**src/rtl/div_seq_32.sv**
```systemverilog
// -----------------------------------------------------------------------------
// div_seq_32 : iterative signed integer divider (restoring, one quotient bit
//              per clock) for the mult-div unit.
//
// A start pulse on ctrl_DIV samples both operands. The divider then runs
// WIDTH restoring steps and presents the quotient, truncated toward zero,
// together with an exception flag. A one-cycle data_resultRDY pulse marks the
// result. A new start in any state abandons the operation in flight. No ready
// pulse is issued for an abandoned operation.
//
// Ports
//   clk             rising-edge clock
//   reset           synchronous, active-high reset (priority over ctrl_DIV)
//   ctrl_DIV        start pulse; operands are sampled on the same edge
//   data_operandA   dividend, two's complement, WIDTH bits
//   data_operandB   divisor,  two's complement, WIDTH bits
//   data_result     quotient, held from the DONE entry until the next one
//   data_exception  divide-by-zero or overflow (-2^(W-1) / -1)
//   data_resultRDY  high for exactly the one cycle spent in DONE
//   busy            high while iterating (state RUN)
// -----------------------------------------------------------------------------
module div_seq_32 #(
    parameter int WIDTH = 32
) (
    input  logic             clk,
    input  logic             reset,
    input  logic             ctrl_DIV,
    input  logic [WIDTH-1:0] data_operandA,
    input  logic [WIDTH-1:0] data_operandB,
    output logic [WIDTH-1:0] data_result,
    output logic             data_exception,
    output logic             data_resultRDY,
    output logic             busy
);

    localparam int CW = $clog2(WIDTH);

    localparam logic [1:0] IDLE = 2'd0;
    localparam logic [1:0] RUN  = 2'd1;
    localparam logic [1:0] DONE = 2'd2;

    // Count value of the step that retires the final quotient bit.
    localparam logic [CW-1:0] LAST_STEP = CW'(WIDTH - 1);

    // Most negative dividend and the all-ones divisor form the single
    // overflowing pair.
    localparam logic [WIDTH-1:0] MOST_NEG = {1'b1, {(WIDTH-1){1'b0}}};
    localparam logic [WIDTH-1:0] MINUS_1  = {WIDTH{1'b1}};

    // -------------------------------------------------------------------------
    // State
    // -------------------------------------------------------------------------
    logic [1:0]       state_reg,     state_next;
    logic [CW-1:0]    count_reg,     count_next;
    logic [WIDTH-1:0] rem_reg,       rem_next;      // upper half of {rem,quo}
    logic [WIDTH-1:0] quo_reg,       quo_next;      // lower half of {rem,quo}
    logic [WIDTH-1:0] divisor_reg,   divisor_next;  // |B|
    logic             sign_reg,      sign_next;     // quotient sign
    logic             div_zero_reg,  div_zero_next;
    logic             overflow_reg,  overflow_next;
    logic [WIDTH-1:0] result_reg,    result_next;
    logic             exception_reg, exception_next;

    // -------------------------------------------------------------------------
    // Operand conditioning
    // -------------------------------------------------------------------------
    // Magnitudes are treated as unsigned WIDTH-bit numbers. This form also
    // handles the most negative value, whose magnitude 2^(W-1) still fits.
    logic [WIDTH-1:0] abs_a;
    logic [WIDTH-1:0] abs_b;

    assign abs_a = data_operandA[WIDTH-1] ? (~data_operandA + 1'b1) : data_operandA;
    assign abs_b = data_operandB[WIDTH-1] ? (~data_operandB + 1'b1) : data_operandB;

    // -------------------------------------------------------------------------
    // One restoring step on the combined {rem,quo} register
    // -------------------------------------------------------------------------
    // After the left shift, the partial remainder is the old remainder with
    // the next dividend bit appended. The remainder always stays below |B|,
    // which is at most 2^(W-1). The partial remainder therefore fits in WIDTH
    // bits. The compare is still done at WIDTH+1 bits so the borrow never
    // aliases.
    logic [WIDTH:0]   partial;
    logic [WIDTH:0]   trial;
    logic             fits;
    logic [WIDTH-1:0] rem_step;
    logic [WIDTH-1:0] quo_step;

    assign partial  = {rem_reg, quo_reg[WIDTH-1]};
    assign trial    = partial - {1'b0, divisor_reg};
    assign fits     = (partial >= {1'b0, divisor_reg});
    assign rem_step = fits ? trial[WIDTH-1:0] : partial[WIDTH-1:0];
    assign quo_step = {quo_reg[WIDTH-2:0], fits};

    // -------------------------------------------------------------------------
    // Final result formation, used only on the step that enters DONE
    // -------------------------------------------------------------------------
    // Divide-by-zero takes precedence over overflow. The two flags can never
    // both be set, because the overflow divisor is nonzero.
    logic [WIDTH-1:0] quo_signed;
    logic [WIDTH-1:0] final_result;
    logic             final_exception;

    assign quo_signed = sign_reg ? (~quo_step + 1'b1) : quo_step;

    always_comb begin
        final_result    = quo_signed;
        final_exception = 1'b0;
        if (div_zero_reg) begin
            final_result    = '0;
            final_exception = 1'b1;
        end else if (overflow_reg) begin
            final_result    = MOST_NEG;
            final_exception = 1'b1;
        end
    end

    // -------------------------------------------------------------------------
    // Next-state logic
    // -------------------------------------------------------------------------
    always_comb begin
        state_next     = state_reg;
        count_next     = count_reg;
        rem_next       = rem_reg;
        quo_next       = quo_reg;
        divisor_next   = divisor_reg;
        sign_next      = sign_reg;
        div_zero_next  = div_zero_reg;
        overflow_next  = overflow_reg;
        result_next    = result_reg;
        exception_next = exception_reg;

        if (ctrl_DIV) begin
            // A start in any state loads a fresh operation. Any operation in
            // flight is dropped without a ready pulse.
            state_next    = RUN;
            count_next    = '0;
            rem_next      = '0;
            quo_next      = abs_a;
            divisor_next  = abs_b;
            sign_next     = data_operandA[WIDTH-1] ^ data_operandB[WIDTH-1];
            div_zero_next = (data_operandB == '0);
            overflow_next = (data_operandA == MOST_NEG) && (data_operandB == MINUS_1);
        end else begin
            case (state_reg)
                RUN: begin
                    rem_next   = rem_step;
                    quo_next   = quo_step;
                    // The counter wraps from LAST_STEP back to zero.
                    count_next = count_reg + CW'(1);
                    if (count_reg == LAST_STEP) begin
                        state_next     = DONE;
                        result_next    = final_result;
                        exception_next = final_exception;
                    end
                end
                DONE: begin
                    state_next = IDLE;
                end
                IDLE: begin
                    state_next = IDLE;
                end
                default: begin
                    state_next = IDLE;
                end
            endcase
        end
    end

    // -------------------------------------------------------------------------
    // Registers
    // -------------------------------------------------------------------------
    always_ff @(posedge clk) begin
        if (reset) begin
            state_reg     <= IDLE;
            count_reg     <= '0;
            rem_reg       <= '0;
            quo_reg       <= '0;
            divisor_reg   <= '0;
            sign_reg      <= 1'b0;
            div_zero_reg  <= 1'b0;
            overflow_reg  <= 1'b0;
            result_reg    <= '0;
            exception_reg <= 1'b0;
        end else begin
            state_reg     <= state_next;
            count_reg     <= count_next;
            rem_reg       <= rem_next;
            quo_reg       <= quo_next;
            divisor_reg   <= divisor_next;
            sign_reg      <= sign_next;
            div_zero_reg  <= div_zero_next;
            overflow_reg  <= overflow_next;
            result_reg    <= result_next;
            exception_reg <= exception_next;
        end
    end

    // -------------------------------------------------------------------------
    // Outputs
    // -------------------------------------------------------------------------
    assign data_result    = result_reg;
    assign data_exception = exception_reg;
    assign data_resultRDY = (state_reg == DONE);
    assign busy           = (state_reg == RUN);

endmodule

```
**config.mk**
```make
export PLATFORM = sky130hd
export DESIGN_NAME = div_seq_32
export DESIGN_NICKNAME = d
export VERILOG_FILES = /design/src/rtl/div_seq_32.sv
export SDC_FILE = /design/constraint.sdc
export NUM_CORES = 1
export LEC_CHECK = 0
export BUFFER_PORTS_ARGS = -buffer_cell sky130_fd_sc_hd__buf_2
export CAP_MARGIN = 20
export CORE_UTILIZATION = 30
export CTS_BUF_LIST = sky130_fd_sc_hd__clkbuf_2
export CTS_CLUSTER_SIZE = 28
export DETAILED_ROUTE_END_ITERATION = 10
export SYNTH_ARGS = -nofsm -noshare
export SYNTH_HDL_FRONTEND = slang
export SYNTH_SLANG_ARGS = --single-unit
```
**constraint.sdc**
```tcl
create_clock -name clk -period 5 [get_ports clk]
set_input_delay 0.25 -clock clk [delete_from_list [all_inputs] [get_ports clk]]
set_output_delay 0.25 -clock clk [all_outputs]
set_load 0.05 [all_outputs]
```
# Word level (Yosys, flattened, before mapping)
# Index checks and enable logic that the tools add are counted.
[classes]
add_sub_neg = 5
magnitude_cmp = 1
eq_ne = 6
mux = 13
n_bitwise = 6
reduce_logical = 6
[ops]
columns = ["operator", "n"]
rows = [
  ["$mux 32", 8],
  ["$add 32x1->32 const B", 3],
  ["$not 32->32", 3],
  ["$eq 32x32->1 const B", 2],
  ["$ge 33x32->1", 1],
  ["$logic_not 32->1", 1],
  ["$sub 32x32->32", 1],
  ["$add 5x1->5 const B", 1],
  ["$eq 5x5->1 const B", 1],
  ["$mux 1", 5],
  ["$ne 3x2->1 const B", 1],
  ["$reduce_and 3->1", 1],
  ["$reduce_or 3->1", 1],
  ["$eq 2x1->1 const B", 1],
  ["$eq 2x2->1 const B", 1],
  ["$not 1->1", 2],
  ["$reduce_bool 2->1", 1],
  ["$reduce_or 2->1", 1],
  ["$logic_and 1x1->1", 1],
  ["$xor 1x1->1", 1],
]
[totals]
register_bits = 139
output_inout_bits = 35

# Logic depth before layout (Yosys ltp)
# Gate-level depths: netlist (run 1).
[logic_depth]
depth_word = 6
mapped_depth = 20
ltp_nobuf = 17

# Least setup slack after synthesis (run 1)
# Ideal clock, no wire load.
[synth_timing]
path_kind = "flip-flop to flip-flop"
startpoint = "register divisor_reg[1]"
endpoint = "register result_reg[28] (netlist: data_result[28])"
setup_ns = 0.122
arrival_ns = 4.115
slack_ns = 0.763
path_stages_with_launch = 20
n_path_buf = 2
synth_period_minus_slack_ns = 4.237
cell_sequence = "dfxtp_1 -> inv_1 -> ha_1 -> nor2b_1 -> o31a_1 -> o311ai_1 -> o211ai_1 -> a31oi_1 -> o21ai_1 -> clkinv_1 -> buf_1 -> ha_1 -> nand2b_1 -> or3_1 -> or3_1 -> clkbuf_1 -> nand2b_1 -> o31ai_1 -> xor2_1 -> o21ai_0"
[synth_between]
elab_chain_cells = 6
[synth_rtl]
columns = ["element", "line", "rtl"]
rows = [
  ["start, declared", "57", "logic [WIDTH-1:0] divisor_reg, divisor_next;"],
  ["start signal, assigned", "190", "divisor_reg <= divisor_next;"],
  ["$ge 33x32->1", "91", "assign fits = (partial >= {1'b0, divisor_reg});"],
  ["$not 32->32", "104", "assign quo_signed = sign_reg ? (~quo_step + 1'b1) : quo_step;"],
  ["$add 32x1->32", "104", ""],
  ["$mux 32", "104", ""],
  ["$mux 32", "112", "end else if (overflow_reg) begin"],
  ["$mux 32", "109", "if (div_zero_reg) begin"],
  ["end signal, assigned", "194", "result_reg <= result_next;"],
  ["end, declared", "61", "logic [WIDTH-1:0] result_reg, result_next;"],
]
# No other way between the ends.
# A chain may end at the register's enable or synchronous reset.

# Worst setup path after layout (run 1)
# Ends and elaborated chain as after synthesis.

==> metrics.cfg, run 1 <==
[run_status]
status=complete, no violations

[sta]
hold_viol=0
finalSetupViolCount=0
slew_violations=0
worst_clock_skew_ns=0.0509
worst_slew_pin_slew_ns=0.877
max_clock_freq_mhz=232
finalCritPeriodShare_pct=86.1
relSlewSlack_pct=41.5
rsz0062_at_grt=false
fin_setup_tns_ns=0
period_needed_ns=4.30

[global_routing]
antenna_found_initial=1
grt_pass1_vias=8560
overflow=0
track_usage_pct=17.8
grt_max_degree=79
grt_pass1_wl_microns=44100

[die]
initial_core_util_pct=30.4
fp-row-count=63
pin_count=102
die_width_microns=175
die-height_microns=175
die-area_sq_um=30700
coreArea_sq_um=29600

[power]
leakagePower_uw=0.00441
power.density_nw_per_um2=260
switching_share_pct=35.0
max-vdd-ir-drop_mv=0.128
fin_total_pwr_uw=2870
comb_power_share_pct=31.2
p_switching_uw=1000
seqPwrFrac_pct=42.4
pwr-share-clk_pct=26.4
intPower_uw=1870

[synthesis]
synth.net_count=1266
synthFlopType=dfxtp_1
synth_cells=1160
netlist_top_cells_count=nand2_1 (143), dfxtp_1 (139), nor2_1 (92)
synthDistinctLibCells=69
synth_area_leaders=dfxtp_1 (31%), xor2_1 (6.3%), nand2_1 (6.0%), ha_1 (5.3%), o21ai_0 (4.5%)
synth_top_cell_by_area=dfxtp_1
yosysWarnings=0
synthesis.area_sq_um=8990
synth_most_common_cell=nand2_1
async_flop_share_pct=0
synth_top_area_share_pct=30.9
ys_seq_area_share_pct=30.9
postSynthAreaPerCell_sq_um=7.75
synth-edff-count=0
ys_ff_latch=139

[cts]
postCtsSetupBuffers=0
cts_root_buffer=clkbuf_2
clock_latency_ns=0.74
cts_hold_buf=99
cts_buffers=17
cts_resized=0
cts_tree=built
clock_sinks=139
cts_max_level=4
cts_buffer_depth=2
clk_pin_slew_ns=0.24

[cells_and_area]
drive_gt1_share_pct=12.4
multi_input_comb_area_sq_um=5750
seqCellArea_sq_um=2780
post-route-util_pct=37.4
area_delta_synth_final_pct=22.8
layoutNonFillerInstCount=1716
fillCellCount=3123
fin_nets=1419

[placement]
gp_congestion=0.874
hpwl_microns=18600
place_inst=1585
io_buffers=101

[setup_path]
crit_arrival_ns=4.94
critPathMaxFanout=6
critPathLaunchType=register
worstSetupPathType=register to register
endpoint_kind=register
cp.required_ns=5.63

[routing]
drt_iter0_drc=690
routed_wl_microns=26900
drc=0
routedWlPerCell_microns=15.7
ant_nets=0
vias_per_cell=5.22
vias=8962
first_pass_iters=7

[job]
drv_cap=0

[hold_path]
hp-class=input port to register

-- final timing paths --
kind                            slack (ns)            from  cells past startpoint               to
worst min-delay path                   0.1        ctrl_DIV                      4   divisor_reg[6]
worst min register to register        0.47  data_result[3]                      2   data_result[3]
worst max register to register        0.70  divisor_reg[1]                     17  data_result[28]
worst max-delay path                  0.70  divisor_reg[1]                     17  data_result[28]
-- stage by stage --
| step | hold slack, ns | worst slack, ns | area, sq um |
|---|---|---|---|
| 2_1_floorplan | 0.397 | 0.763 | 8990 |
| 3_3_place_gp | 0.435 | 0.823 | 9790 |
| 3_5_place_dp | 0.442 | 0.724 | 9790 |
| 4_1_cts | 0.0514 | 0.687 | 11000 |
| 5_1_grt | 0.0792 | 0.297 | 11000 |
| 6_report | 0.0981 | 0.695 | 11000 |
-- cell usage in the layout, fill, tap and decap left out, types with 6 or more instances in the layout --
master         count
nor2_1            92
ha_1              38
a31oi_1           18
o21ai_0           81
nand4_1           21
mux2i_1           21
nand3_1           15
a211oi_1          35
a21o_1            13
nor2b_1            8
o41ai_1           17
xnor2_1           46
a21oi_1           76
dlygate4sd3_1     99
nand2b_1          12
or4_1              8
xor2_1            65
nor3_1            12
o21a_1             6
o211ai_1           8
and2_1             7
inv_1             41
nor4_1             6
o22ai_1           26
a22oi_1           16
dfxtp_1          139
or3_1             23
buf_4             13
buf_2            101
o31ai_1           29
nand2_1          143
clkbuf_2          18
-- power by group through the flow --
stage	clock network, uW	logic (uW)	registers (uW)
after floorplan	0	606	1220
final	759	896	1220
after detailed placement	0	811	1240
after global routing	822	995	1220
after CTS	780	889	1210
after global placement	0	805	1240
-- routing by layer --
| metal | vias to the layer above | GRT usage [%] | wire [microns] |
|---|---|---|---|
| met5 | - | 0 | 0 |
| met4 | 0 | 6.78 | 733 |
| met3 | 50 | 2.24 | 933 |
| met2 | 217 | 28.3 | 12100 |
| met1 | 4225 | 24.3 | 13100 |
| li1 | 4470 | - | - |
-- worst max-delay path, cell delays in order, from the launching register on --
cell	delay [ns]
dfxtp_1	0.42
inv_1	0.06
ha_1	0.28
nor2b_1	0.15
o31a_1	0.28
o311ai_1	0.55
o211ai_1	0.16
a31oi_1	0.31
o21ai_4	0.08
clkinv_1	0.08
ha_1	0.15
nand2b_1	0.08
or3_1	0.41
or3_1	0.49
nand2b_1	0.22
o31ai_1	0.24
xor2_1	0.16
o21ai_0	0.08
-- final cells by class --
type,count,area share (%)
sequential,139,25.2
antenna,1,0.0226
clock buffer,18,0.815
timing repair buffer,213,14.4
multi-input combinational,899,52.1
tap,390,4.42
clock inverter,13,1.60
inverter,43,1.46
-- logic make-up (layout without fill, tap and decap cells) --
| group | count (synthesis) | in the layout | share of synthesized area (%) |
|---|---|---|---|
| AOI/OAI and AO/OA | 350 | 350 | 24.8 |
| and+or+nand+nor | 376 | 376 | 20.1 |
| adders and majority gates | 39 | 39 | 5.51 |
| muxes | 23 | 23 | 2.59 |
| other | 0 | 1 | 0 |
| buffers and inverters | 122 | 287 | 5.30 |
| DFF | 139 | 139 | 30.9 |
| xor gates and xnor gates | 111 | 111 | 10.8 |
Note: power is estimated with default switching activity, not from simulation.
==> run 2, diff against run 1 <==
--- a/config.mk
+++ b/config.mk
@@ -11,6 +11,7 @@
 export CTS_BUF_LIST = sky130_fd_sc_hd__clkbuf_2
 export CTS_CLUSTER_SIZE = 28
 export DETAILED_ROUTE_END_ITERATION = 10
+export REMOVE_ABC_BUFFERS = 1
 export SYNTH_ARGS = -nofsm -noshare
 export SYNTH_HDL_FRONTEND = slang
 export SYNTH_SLANG_ARGS = --single-unit
==> run 2 against run 1 <==
Net effect:
- flip-flop and latch count stayed put
- worst setup slack lost 0.0088 ns
- clock skew is 0.0022 ns higher
- critical endpoint unchanged
- critical path depth stayed put
- combinational power is 0.4% lower
- final cell count down 0.47%
==> metrics.cfg, run 2 (synthesized netlist as in run 1, its figures left out) <==
[run_status]
status=complete, no violations

[power]
fin_total_pwr_uw=2790  ; -3.0%
power.density_nw_per_um2=255  ; -1.9%
max-vdd-ir-drop_mv=0.144  ; +12%
leakagePower_uw=0.00435  ; -1.4%

[setup_path]
crit_arrival_ns=4.93  ; about the same
cp.required_ns=5.62  ; about the same
r2r-start=divisor_reg[1]
endpoint_kind=register
critPathMaxFanout=6  ; unchanged
reg2reg_slack_ns=0.69  ; about the same
critPathLaunchType=register
worstReg2RegEnd=data_result[28]
rr_worst_depth=17  ; unchanged
worstSetupPathType=register to register

[cts]
cts_buffers=17  ; unchanged
clk_pin_slew_ns=0.20  ; -0.04 ns
cts_tree=built
cts_max_level=4  ; unchanged
cts_resized=0  ; unchanged
cts_hold_buf=86  ; -13%
postCtsSetupBuffers=0  ; unchanged
clock_sinks=139  ; unchanged
cts_root_buffer=clkbuf_2
clock_latency_ns=0.75  ; about the same
cts_buffer_depth=2  ; unchanged

[die]
pin_count=102  ; unchanged
fp-row-count=63  ; unchanged
coreArea_sq_um=29600  ; unchanged
die-height_microns=175  ; unchanged
initial_core_util_pct=30.4  ; unchanged
die-area_sq_um=30700  ; unchanged
die_width_microns=175  ; unchanged

[sta]
rsz0062_at_grt=false
finalCritPeriodShare_pct=86.3  ; +0.18 points
hold_viol=0  ; unchanged
slew_violations=0  ; unchanged
worst_slew_pin_slew_ns=0.918  ; +0.0415 ns
max_clock_freq_mhz=232  ; -0.20%
worst_clock_skew_ns=0.0531  ; +0.00220 ns
finalSetupViolCount=0  ; unchanged
period_needed_ns=4.31  ; +0.00882 ns
relSlewSlack_pct=38.8  ; -2.8 points

[routing]
ant_nets=0  ; unchanged
vias=8855  ; -1.2%
routed_wl_microns=26900  ; +0.21%
drc=0  ; unchanged
vias_per_cell=5.18  ; -0.73%
drt_iter0_drc=598  ; -13%
routedWlPerCell_microns=15.8  ; +0.68%
first_pass_iters=5  ; -2

[hold_path]
hold_depth=3  ; -1
worstHoldStart=data_operandB[3]
hp-class=input port to register
hold_end=divisor_reg[3]

[global_routing]
antenna_found_initial=1  ; unchanged
grt_max_degree=86  ; +8.9%
overflow=0  ; unchanged
grt_pass1_wl_microns=43700  ; -0.85%
track_usage_pct=17.7  ; about the same
grt_pass1_vias=8521  ; -0.46%

[cells_and_area]
seqCellArea_sq_um=2780  ; unchanged
final_common_cell=nand2_1
fin_nets=1410  ; -0.63%
area_delta_synth_final_pct=21.4
multi_input_comb_area_sq_um=5750  ; unchanged
most-common-layout-cells=nand2_1 (143), dfxtp_1 (139), buf_2 (101)
post-route-util_pct=37.0  ; -0.42 points
fillCellCount=3073  ; -1.6%
drive_gt1_share_pct=12.6  ; +0.24 points

[placement]
io_buffers=101  ; unchanged
hpwl_microns=18100  ; -3.0%
gp_congestion=0.862  ; -1.3%

[job]
drv_cap=0  ; unchanged

[run 2: cell count changes in the layout (fill, tap and decap cells not counted)]
cell	previous run	this run
inv_6	0	2
clkbuf_2	18	17
dlygate4sd3_1	99	89
clkinv_1	3	2
clkinv_4	1	4
bufinv_16	4	2
clkinvlp_4	4	2
clkinv_2	2	3
diode_2	1	2
buf_4	13	14
[run 2: cell type report]
type | count | area share (%)
Multi-Input combinational cell | 899 | 52.7
Sequential cell | 139 | 25.5
Timing Repair Buffer | 204 | 13.7
Tap cell | 390 | 4.47
Inverter | 43 | 1.48
Clock inverter | 14 | 1.34
Clock buffer | 17 | 0.779
Antenna cell | 2 | 0.0458
[run 2: how the worst max path moves through the flow]
stage	startpoint	to	slack, ns	depth (start not counted)
after global routing	divisor_reg[1]	data_result[28]	0.38	17
after CTS	divisor_reg[1]	data_result[28]	0.66	17
after floorplan	divisor_reg[1]	data_result[30]	-0.99	17
after global placement	divisor_reg[28]	data_result[28]	0.82	18
final	divisor_reg[1]	data_result[28]	0.69	17
after detailed placement	divisor_reg[1]	data_result[28]	0.67	17
[run 2: stage by stage]
step / TNS (ns) / cells / worst slack, ns / area [sq um] / hold slack (ns)
detailed placement: 0 / 1586 / 0.666 / 9800 / 0.443
global route: 0 / 1707 / 0.379 / 10900 / 0.0112
finish: 0 / 1708 / 0.686 / 10900 / 0.0495
floorplan: -18.11 / 1081 / -0.989 / 8680 / 0.319
CTS: 0 / 1703 / 0.661 / 10900 / 0.00166
global placement: 0 / 1586 / 0.824 / 9800 / 0.435
[run 2: critical path, stage by stage, from the launching register on]
cell      delay, ns
dfxtp_1        0.41
inv_1          0.06
ha_1           0.28
nor2b_1        0.15
o31a_1         0.28
o311ai_1       0.50
o211ai_1       0.16
a31oi_1        0.33
o21ai_4        0.08
clkinv_1       0.07
ha_1           0.16
nand2b_1       0.09
or3_1          0.41
or3_1          0.50
nand2b_1       0.22
o31ai_1        0.25
xor2_1         0.17
o21ai_0        0.08
[run 2: report_power, final]
group	switching, uW	leakage (uW)	internal [uW]
combinational	516	0.00308	375
sequential	49.9	0.00114	1160
clock	454	0.000138	228
total	1020	0.00435	1770
[run 2: routing by layer]
metal	share of wire, %	routed length, microns	GRT usage, %
met1	45	12100	21.6
met2	49	13100	31.0
met3	3.4	919	3.07
met4	2.7	735	6.74
met5	0	0	0
